[config.mk]
export PLATFORM = sky130hd
export DESIGN_NAME = cdf53_row_sequencer_flat
export DESIGN_NICKNAME = d
export VERILOG_FILES = /design/src/rtl/cdf53_pkg.sv /design/src/rtl/cdf53_row_sequencer_if.sv /design/src/rtl/cdf53_row_buf.sv /design/src/rtl/cdf53_row_sequencer.sv /design/src/flat_wrapper.sv
export SDC_FILE = /design/constraint.sdc
export NUM_CORES = 1
export LEC_CHECK = 0
export CORE_ASPECT_RATIO = 1.2
export CORE_MARGIN = 5
export CORE_UTILIZATION = 50
export CTS_CLUSTER_SIZE = 20
export DETAILED_ROUTE_END_ITERATION = 12
export GPL_TIMING_DRIVEN = 0
export MAX_ROUTING_LAYER = met4
export PLACE_DENSITY = 0.81
export SETUP_SLACK_MARGIN = 0.5
export SLEW_MARGIN = 25
export SYNTH_ARGS = -nofsm -noshare
export SYNTH_HDL_FRONTEND = slang
export SYNTH_SLANG_ARGS = --single-unit
[constraint.sdc]
create_clock -name clk -period 3.4 [get_ports clk]
set_input_delay 0.68 -clock clk [delete_from_list [all_inputs] [get_ports clk]]
set_output_delay 0.68 -clock clk [all_outputs]
set_load 0.02 [all_outputs]
[src/rtl/cdf53_pkg.sv]
// Shared types and constants for the cdf5_3 row sequencer.
//   state_e    : sequencer states
//   DW_DEFAULT : default sample width
//   CORE_LAT   : nominal core latency, pair-in to result (informational)
//   cnt_width  : width of a counter that must hold 0..n without wrapping
package cdf53_pkg;

    typedef enum logic [1:0] {
        ST_IDLE  = 2'd0,
        ST_LOAD  = 2'd1,
        ST_RUN   = 2'd2,
        ST_FLUSH = 2'd3
    } state_e;

    localparam int unsigned DW_DEFAULT = 8;
    localparam int unsigned CORE_LAT   = 2;

    function automatic int unsigned cnt_width(input int unsigned n);
        return $clog2(n) + 1;
    endfunction

endpackage

[src/rtl/cdf53_row_sequencer_if.sv]
// Sample stream, core-side and coefficient-output signals of the row sequencer.
//   slave  : sequencer view (accepts samples, drives core and coefficient outputs)
//   master : environment view (drives samples and core results)
interface cdf53_row_sequencer_if #(
    parameter int unsigned LENGTH = 16,
    parameter int unsigned DW     = cdf53_pkg::DW_DEFAULT
) ();
    localparam int unsigned IW = $clog2(LENGTH);

    logic          s_valid;
    logic          s_ready;
    logic [DW-1:0] s_data;

    logic          core_en;
    logic          core_dis;
    logic [DW-1:0] core_in0;
    logic [DW-1:0] core_in1;
    logic [DW-1:0] core_in2;
    logic [DW-1:0] core_out_s;
    logic [DW-1:0] core_out_d;
    logic          core_result;

    logic          m_valid;
    logic [DW-1:0] m_s;
    logic [DW-1:0] m_d;
    logic [IW-1:0] m_idx;

    modport slave (
        input  s_valid, s_data, core_out_s, core_out_d, core_result,
        output s_ready, core_en, core_dis, core_in0, core_in1, core_in2,
               m_valid, m_s, m_d, m_idx
    );

    modport master (
        output s_valid, s_data, core_out_s, core_out_d, core_result,
        input  s_ready, core_en, core_dis, core_in0, core_in1, core_in2,
               m_valid, m_s, m_d, m_idx
    );

endinterface

[src/rtl/cdf53_row_buf.sv]
// Row sample store: LENGTH x DW registers, one write port, three combinational reads.
//   clk, resetn          : clock, async active-low reset
//   we, waddr, wdata     : write port
//   raddr0..2, rdata0..2 : read ports
module cdf53_row_buf #(
    parameter  int unsigned LENGTH = 16,
    parameter  int unsigned DW     = cdf53_pkg::DW_DEFAULT,
    localparam int unsigned AW     = $clog2(LENGTH)
) (
    input  logic          clk,
    input  logic          resetn,
    input  logic          we,
    input  logic [AW-1:0] waddr,
    input  logic [DW-1:0] wdata,
    input  logic [AW-1:0] raddr0,
    input  logic [AW-1:0] raddr1,
    input  logic [AW-1:0] raddr2,
    output logic [DW-1:0] rdata0,
    output logic [DW-1:0] rdata1,
    output logic [DW-1:0] rdata2
);

    logic [DW-1:0] mem_q [LENGTH];

    // Storage
    always_ff @(posedge clk or negedge resetn) begin
        if (!resetn) begin
            for (int i = 0; i < int'(LENGTH); i++) begin
                mem_q[i] <= '0;
            end
        end else if (we) begin
            mem_q[waddr] <= wdata;
        end
    end

    assign rdata0 = mem_q[raddr0];
    assign rdata1 = mem_q[raddr1];
    assign rdata2 = mem_q[raddr2];

endmodule

[src/rtl/cdf53_row_sequencer.sv]
// Row sequencer for an external cdf5_3 lifting core: buffers one row of samples,
// presents (x[2k], x[2k+1], x[2k+2]) triples to the core one per cycle, then
// collects LENGTH/2 core results as indexed coefficient pairs. A FLUSH watchdog
// ends the row with a sticky error if the core stops answering.
//   clk, resetn       : clock, async active-low reset
//   start             : begin a row (honoured in IDLE only)
//   busy, done, err   : status; done pulses once per row, err is sticky
//   bus (slave)       : sample stream in, core drive/return, coefficient stream out
module cdf53_row_sequencer
    import cdf53_pkg::*;
#(
    parameter int unsigned LENGTH = 16,
    parameter int unsigned DW     = DW_DEFAULT,
    parameter int unsigned WD_MAX = 16
) (
    input  logic                  clk,
    input  logic                  resetn,
    input  logic                  start,
    output logic                  busy,
    output logic                  done,
    output logic                  err,
    cdf53_row_sequencer_if.slave  bus
);

    localparam int unsigned AW   = $clog2(LENGTH);
    localparam int unsigned CW   = cnt_width(LENGTH);
    localparam int unsigned PW   = CW + 1;
    localparam int unsigned WW   = cnt_width(WD_MAX);
    localparam int unsigned HALF = LENGTH / 2;

    state_e        state_q;
    logic          busy_q, done_q, err_q, s_ready_q;
    logic          core_en_q, core_dis_q, m_valid_q;
    logic [DW-1:0] in0_q, in1_q, in2_q;
    logic [DW-1:0] m_s_q, m_d_q;
    logic [AW-1:0] m_idx_q;
    logic [CW-1:0] wr_cnt_q, pair_q, res_q;
    logic [WW-1:0] wd_q;

    logic          we;
    logic [CW-1:0] rd_pair;
    logic [AW-1:0] ra0, ra1, ra2;
    logic [DW-1:0] rd0, rd1, rd2;
    logic          collect, last_res, last_pair, wd_expired;

    assign we         = s_ready_q & bus.s_valid;
    assign collect    = bus.core_result & ((state_q == ST_RUN) | (state_q == ST_FLUSH));
    assign last_res   = collect & (res_q == CW'(HALF - 1));
    assign last_pair  = (pair_q == CW'(HALF - 1));
    assign wd_expired = (wd_q == WW'(WD_MAX - 1));

    // Read the pair that will be presented next cycle: pair 0 while loading,
    // pair k+1 while pair k is on the core. The last pair replicates x[LENGTH-1].
    always_comb begin
        rd_pair = '0;
        if (state_q == ST_RUN) begin
            rd_pair = pair_q + CW'(1);
        end
        ra0 = AW'({rd_pair, 1'b0});
        ra1 = AW'({rd_pair, 1'b1});
        if (rd_pair == CW'(HALF - 1)) begin
            ra2 = AW'(LENGTH - 1);
        end else begin
            ra2 = AW'({rd_pair, 1'b0} + PW'(2));
        end
    end

    cdf53_row_buf #(
        .LENGTH (LENGTH),
        .DW     (DW)
    ) u_buf (
        .clk    (clk),
        .resetn (resetn),
        .we     (we),
        .waddr  (wr_cnt_q[AW-1:0]),
        .wdata  (bus.s_data),
        .raddr0 (ra0),
        .raddr1 (ra1),
        .raddr2 (ra2),
        .rdata0 (rd0),
        .rdata1 (rd1),
        .rdata2 (rd2)
    );

    // Sequencer FSM with registered outputs. busy stays high through the done
    // cycle and falls on the following one.
    always_ff @(posedge clk or negedge resetn) begin
        if (!resetn) begin
            state_q    <= ST_IDLE;
            busy_q     <= 1'b0;
            done_q     <= 1'b0;
            err_q      <= 1'b0;
            s_ready_q  <= 1'b0;
            core_en_q  <= 1'b0;
            core_dis_q <= 1'b0;
            m_valid_q  <= 1'b0;
            in0_q      <= '0;
            in1_q      <= '0;
            in2_q      <= '0;
            m_s_q      <= '0;
            m_d_q      <= '0;
            m_idx_q    <= '0;
            wr_cnt_q   <= '0;
            pair_q     <= '0;
            res_q      <= '0;
            wd_q       <= '0;
        end else begin
            done_q     <= 1'b0;
            core_en_q  <= 1'b0;
            core_dis_q <= 1'b0;
            m_valid_q  <= 1'b0;

            if (collect) begin
                m_valid_q <= 1'b1;
                m_s_q     <= bus.core_out_s;
                m_d_q     <= bus.core_out_d;
                m_idx_q   <= AW'(res_q);
                res_q     <= res_q + CW'(1);
            end

            case (state_q)
                ST_IDLE: begin
                    busy_q <= start;
                    if (start) begin
                        state_q   <= ST_LOAD;
                        err_q     <= 1'b0;
                        s_ready_q <= 1'b1;
                        wr_cnt_q  <= '0;
                        pair_q    <= '0;
                        res_q     <= '0;
                        wd_q      <= '0;
                    end
                end
                ST_LOAD: begin
                    if (we) begin
                        wr_cnt_q <= wr_cnt_q + CW'(1);
                        if (wr_cnt_q == CW'(LENGTH - 1)) begin
                            state_q   <= ST_RUN;
                            s_ready_q <= 1'b0;
                            core_en_q <= 1'b1;
                            in0_q     <= rd0;
                            in1_q     <= rd1;
                            in2_q     <= rd2;
                        end
                    end
                end
                ST_RUN: begin
                    if (last_pair) begin
                        state_q    <= ST_FLUSH;
                        core_dis_q <= 1'b1;
                        in0_q      <= '0;
                        in1_q      <= '0;
                        in2_q      <= '0;
                        wd_q       <= '0;
                    end else begin
                        pair_q <= pair_q + CW'(1);
                        in0_q  <= rd0;
                        in1_q  <= rd1;
                        in2_q  <= rd2;
                    end
                end
                ST_FLUSH: begin
                    if (!last_res) begin
                        if (wd_expired) begin
                            state_q <= ST_IDLE;
                            err_q   <= 1'b1;
                            done_q  <= 1'b1;
                        end else begin
                            wd_q <= wd_q + WW'(1);
                        end
                    end
                end
                default: state_q <= ST_IDLE;
            endcase

            // Final result ends the row regardless of where it arrives.
            if (last_res) begin
                state_q <= ST_IDLE;
                done_q  <= 1'b1;
                in0_q   <= '0;
                in1_q   <= '0;
                in2_q   <= '0;
            end
        end
    end

    assign busy         = busy_q;
    assign done         = done_q;
    assign err          = err_q;
    assign bus.s_ready  = s_ready_q;
    assign bus.core_en  = core_en_q;
    assign bus.core_dis = core_dis_q;
    assign bus.core_in0 = in0_q;
    assign bus.core_in1 = in1_q;
    assign bus.core_in2 = in2_q;
    assign bus.m_valid  = m_valid_q;
    assign bus.m_s      = m_s_q;
    assign bus.m_d      = m_d_q;
    assign bus.m_idx    = m_idx_q;

endmodule

[src/flat_wrapper.sv]
// flat-port wrapper written by rule: the top's interface ports become plain ports
module cdf53_row_sequencer_flat import cdf53_pkg::*;
#(
    parameter int unsigned LENGTH = 16,
    parameter int unsigned DW     = DW_DEFAULT,
    parameter int unsigned WD_MAX = 16
)
  (clk, resetn, start, busy, done, err, bus_s_valid, bus_s_data, bus_core_out_s, bus_core_out_d, bus_core_result, bus_s_ready, bus_core_en, bus_core_dis, bus_core_in0, bus_core_in1, bus_core_in2, bus_m_valid, bus_m_s, bus_m_d, bus_m_idx);
  cdf53_row_sequencer_if #(.LENGTH(LENGTH), .DW(DW)) bus_i ();
  input  logic clk;
  input  logic resetn;
  input  logic start;
  output logic busy;
  output logic done;
  output logic err;
  input wire logic [$bits(bus_i.s_valid)-1:0] bus_s_valid;
  input wire logic [$bits(bus_i.s_data)-1:0] bus_s_data;
  input wire logic [$bits(bus_i.core_out_s)-1:0] bus_core_out_s;
  input wire logic [$bits(bus_i.core_out_d)-1:0] bus_core_out_d;
  input wire logic [$bits(bus_i.core_result)-1:0] bus_core_result;
  output wire logic [$bits(bus_i.s_ready)-1:0] bus_s_ready;
  output wire logic [$bits(bus_i.core_en)-1:0] bus_core_en;
  output wire logic [$bits(bus_i.core_dis)-1:0] bus_core_dis;
  output wire logic [$bits(bus_i.core_in0)-1:0] bus_core_in0;
  output wire logic [$bits(bus_i.core_in1)-1:0] bus_core_in1;
  output wire logic [$bits(bus_i.core_in2)-1:0] bus_core_in2;
  output wire logic [$bits(bus_i.m_valid)-1:0] bus_m_valid;
  output wire logic [$bits(bus_i.m_s)-1:0] bus_m_s;
  output wire logic [$bits(bus_i.m_d)-1:0] bus_m_d;
  output wire logic [$bits(bus_i.m_idx)-1:0] bus_m_idx;
  assign bus_i.s_valid = bus_s_valid;
  assign bus_i.s_data = bus_s_data;
  assign bus_i.core_out_s = bus_core_out_s;
  assign bus_i.core_out_d = bus_core_out_d;
  assign bus_i.core_result = bus_core_result;
  assign bus_s_ready = bus_i.s_ready;
  assign bus_core_en = bus_i.core_en;
  assign bus_core_dis = bus_i.core_dis;
  assign bus_core_in0 = bus_i.core_in0;
  assign bus_core_in1 = bus_i.core_in1;
  assign bus_core_in2 = bus_i.core_in2;
  assign bus_m_valid = bus_i.m_valid;
  assign bus_m_s = bus_i.m_s;
  assign bus_m_d = bus_i.m_d;
  assign bus_m_idx = bus_i.m_idx;
  cdf53_row_sequencer #(.LENGTH(LENGTH), .DW(DW), .WD_MAX(WD_MAX)) u_core (.clk(clk), .resetn(resetn), .start(start), .busy(busy), .done(done), .err(err), .bus(bus_i));
endmodule
==> flow_summary.ini <==
[sta]
finalSetupTns_ns = 0
hold_violations = 0
skew_ns = 0.01650
holdWs_ns = 0.4723
relSlewSlack_pct = 23.12
drv_slew = 0
clock.fmax_mhz = 340.6
period_minus_slack_ns = 2.936
period_share_pct = 86.35
setup_viol = 0
worst_pin_slew_ns = 1.149
rsz0062_at_grt = true

[layout]
finalNonFillerCells = 1268
multi_input_area_sq_um = 4567
area_growth_pct = 23.65
drive_gt1_share_pct = 23.04
seq_area_sq_um = 5030
antenna_cells = 0
nNetsFinal = 1034
fillCellCount = 1471

[die]
io_pins = 80
rows = 56
initial_core_util_pct = 50.43
coreArea_sq_um = 19410
die-area_sq_um = 22480
die_h_um = 163.3
die_w_um = 137.7

[clocking]
htree_levels = 1
numCtsBuffers = 22
clk_pin_slew_ns = 0.06
numClockSinks = 201
cts.path.max_buffers = 3
insertion_delay_ns = 0.51
cts_tree = yes
clockRootBuffer = clkbuf_16

[logic_synthesis]
ys_types = 51
async_flop_share_pct = 100.0
synth_mux_area_share_pct = 19.97
synth_fa_ha_area_share_pct = 1.790
yosysTopAreaCell = dfrtp_1
yosys_warnings = 0
synth_edf_count = 0
synth_seq_cells = 201
syn_nets = 918
yosysMostFrequentCell = dfrtp_1
netlist.area_leader.share_pct = 51.39
synth-xor-area-share_pct = 0.7159
yosysSeqAreaShare_pct = 51.39
synth_area_sq_um = 9787
syn_area_per_cell_sq_um = 11.19
synth_top_family_by_area = multiplexers
synthTopCellsByCount = dfrtp_1 (201), nand2_1 (164), mux2_2 (138), clkbuf_1 (42), a211oi_1 (39)
synth_compound_area_share_pct = 11.19
synthSimpleGateAreaFrac_pct = 12.21
synth_area_leaders = dfrtp_1 (51%), mux2_2 (16%), nand2_1 (6.3%), mux4_2 (3.7%), a211oi_1 (3.0%)
synthCells = 875
synth_flop_cell = dfrtp_1

[detailed_routing]
vias_per_cell = 6.147
drtIter0Drc = 785
detail_route.wirelength_mm = 28.11
dr.pass1.iters = 5
route.detailed.drc = 0
vias = 7795
postRouteAntennaNets = 0
routedWlPerCell_um = 22.17

[global_route]
grt_pass1_vias = 7942
grt_pass1_wl_mm = 43.83
gr-total-overflow = 0
antenna_found_initial = 0
grt_usage_pct = 25.89
grt_max_degree = 97

[critical_path]
slowest_delay_ns = 0.38
cp_top_family = buffers and inverters
slowest_stage = mux4_2
critPathArrivalTime_ns = 3.32
critPathMaxFanout = 10
worstSetupEndpointType = flip-flop
start_kind = flip-flop
crit_buf_inv = 7
required_ns = 3.78
worst-setup-path-type = reg2reg
cp_cell_sequence = inv_2 > ha_4 > nand2b_1 > buf_6 > buf_12 > clkinv_8 > clkbuf_16 > ha_4 > clkbuf_8 > clkbuf_16 > mux4_2 > o21ai_0 > a211oi_1 > a221o_1

[pwr]
p_int_w = 0.006449
pwr-share-comb_pct = 40.7
p_clk_share_pct = 26.7
p_switching_w = 0.003748
p_sw_share_pct = 36.76
power_frac_seq_pct = 32.6
power.density_nw_per_um2 = 842.6
peakVddDrop_uv = 552.4
power_leakage_nw = 5.412

[min_path]
hp-class = reg2reg

[placement]
dp_hpwl_mm = 18.96
dp.cells = 1217
place_congestion = 0.9497
port-buffer-count = 79

[run]
drv_cap = 0

[run_status]
status = finished, final reports clean
## worst register-to-register path, stage by stage, from the launching register on
cell       delay [ns]
dfrtp_1          0.37
inv_2            0.07
ha_4             0.17
nand2b_1         0.11
buf_6            0.15
buf_12           0.15
clkinv_8         0.08
clkbuf_16        0.15
ha_4             0.26
clkbuf_8         0.17
clkbuf_16        0.19
mux4_2           0.38
o21ai_0          0.12
a211oi_1         0.14
a221o_1          0.32
## sequential cells by signal (all words and copies together) (netlist names), 2 cells and up
| name | count |
|---|---|
| u_core.wr_cnt_q | 5 |
| u_core.bus.core_in1 | 8 |
| u_core.bus.core_in2 | 8 |
| u_core.bus.m_s | 8 |
| u_core.res_q | 5 |
| u_core.bus.m_idx | 4 |
| u_core.wd_q | 5 |
| u_core.u_buf.mem_q | 128 |
| u_core.bus.core_in0 | 8 |
| u_core.bus.m_d | 8 |
| u_core.pair_q | 5 |
| u_core.state_q | 2 |
## power groups by stage
stage,Clock [W],Combinational [W],Sequential (W)
2_1_floorplan,0,0.00209,0.00353
3_3_place_gp,0,0.00372,0.00332
5_1_grt,0.00284,0.00443,0.00338
3_5_place_dp,0,0.00382,0.00335
6_report,0.00272,0.00415,0.00332
4_1_cts,0.00275,0.00405,0.00331
## path summary, 6_finish.rpt
| kind | startpoint | to | slack [ns] | cells after the start |
|---|---|---|---|---|
| min in group asynchronous | resetn | u_core.res_q[0] | 0.60 | 2 |
| worst min register to register | u_core.bus.m_d[6] | u_core.bus.m_d[6] | 0.47 | 2 |
| worst max-delay path | u_core.state_q[0] | u_core.bus.core_in2[0] | 0.46 | 14 |
| max in group asynchronous | resetn | u_core.u_buf.mem_q[74] | 1.66 | 4 |
| worst min-delay path | u_core.bus.m_d[6] | u_core.bus.m_d[6] | 0.47 | 2 |
| worst max register to register | u_core.state_q[0] | u_core.bus.core_in2[0] | 0.46 | 14 |
## through the flow
step | power [W] | utilization (%) | cell area (sq um) | worst slack [ns]
final | 0.01020 | 62.35 | 12100 | 0.4640
after global placement | 0.007038 | 56.43 | 10950 | -6.579
after CTS | 0.01012 | 62.11 | 12050 | 0.5062
after floorplan | 0.005621 | - | 9836 | 0.5521
after global routing | 0.01065 | 62.35 | 12100 | 0.3983
after detailed placement | 0.007163 | 56.74 | 11010 | -0.06373
## cell usage in the layout (no fill, tap or decap), types with 3 or more instances in the layout
cell	Yosys	layout
ha_1	14	11
nand2b_1	6	6
bufinv_16	0	6
nor2b_1	32	32
buf_1	4	4
buf_4	0	9
xor2_1	6	6
buf_6	1	3
and3_1	4	4
clkdlybuf4s50_1	0	78
dfrtp_1	201	201
a221o_1	8	8
a211oi_1	39	39
mux2_2	138	133
nand4_1	5	5
buf_2	7	5
o21ai_0	36	36
nor2_1	27	25
clkbuf_8	0	5
o211ai_1	4	4
clkbuf_2	0	3
nand3_1	18	18
ha_4	0	3
a31oi_1	16	16
and2_1	3	3
a311oi_1	16	16
clkbuf_16	0	26
mux2_4	0	5
mux4_2	16	16
nand2_1	164	163
inv_1	12	11
mux2i_1	4	4
clkbuf_1	42	38
a21oi_1	22	22
## logic make-up (layout without fill, tap and decap cells)
| logic type | after synthesis | count (layout) |
|---|---|---|
| AOI/OAI and AO/OA | 159 | 159 |
| xor gates and xnor gates | 8 | 8 |
| adders and majority gates | 14 | 14 |
| buffers and inverters | 67 | 199 |
| DFF | 201 | 201 |
| muxes | 158 | 158 |
| and+or+nand+nor | 268 | 268 |
## area by class of cell
cell class,instances,share of cell area [%]
multi-input combinational,607,37.74
buffer,54,2.771
clock inverter,9,1.634
clock buffer,31,5.252
inverter,13,0.5066
timing repair buffer,92,7.837
sequential,201,41.56
tap,261,2.699
## per-layer routing
metal	up-vias	part of all wire (%)	track usage (%)
li1	3372	-	-
met1	3910	38	31.80
met2	415	48	41.39
met3	98	8.4	4.375
met4	0	5.7	12.89
met5	-	0	-
## repair_timing
item	4_1_cts	5_1_grt
buffers inserted	6	4
resized for setup	24	10
setup endpoints to repair	8	21
endpoints found under the hold margin	3	0
pin swaps	1	1
hold buffers	1	0
(Power assumes the default switching activity.)
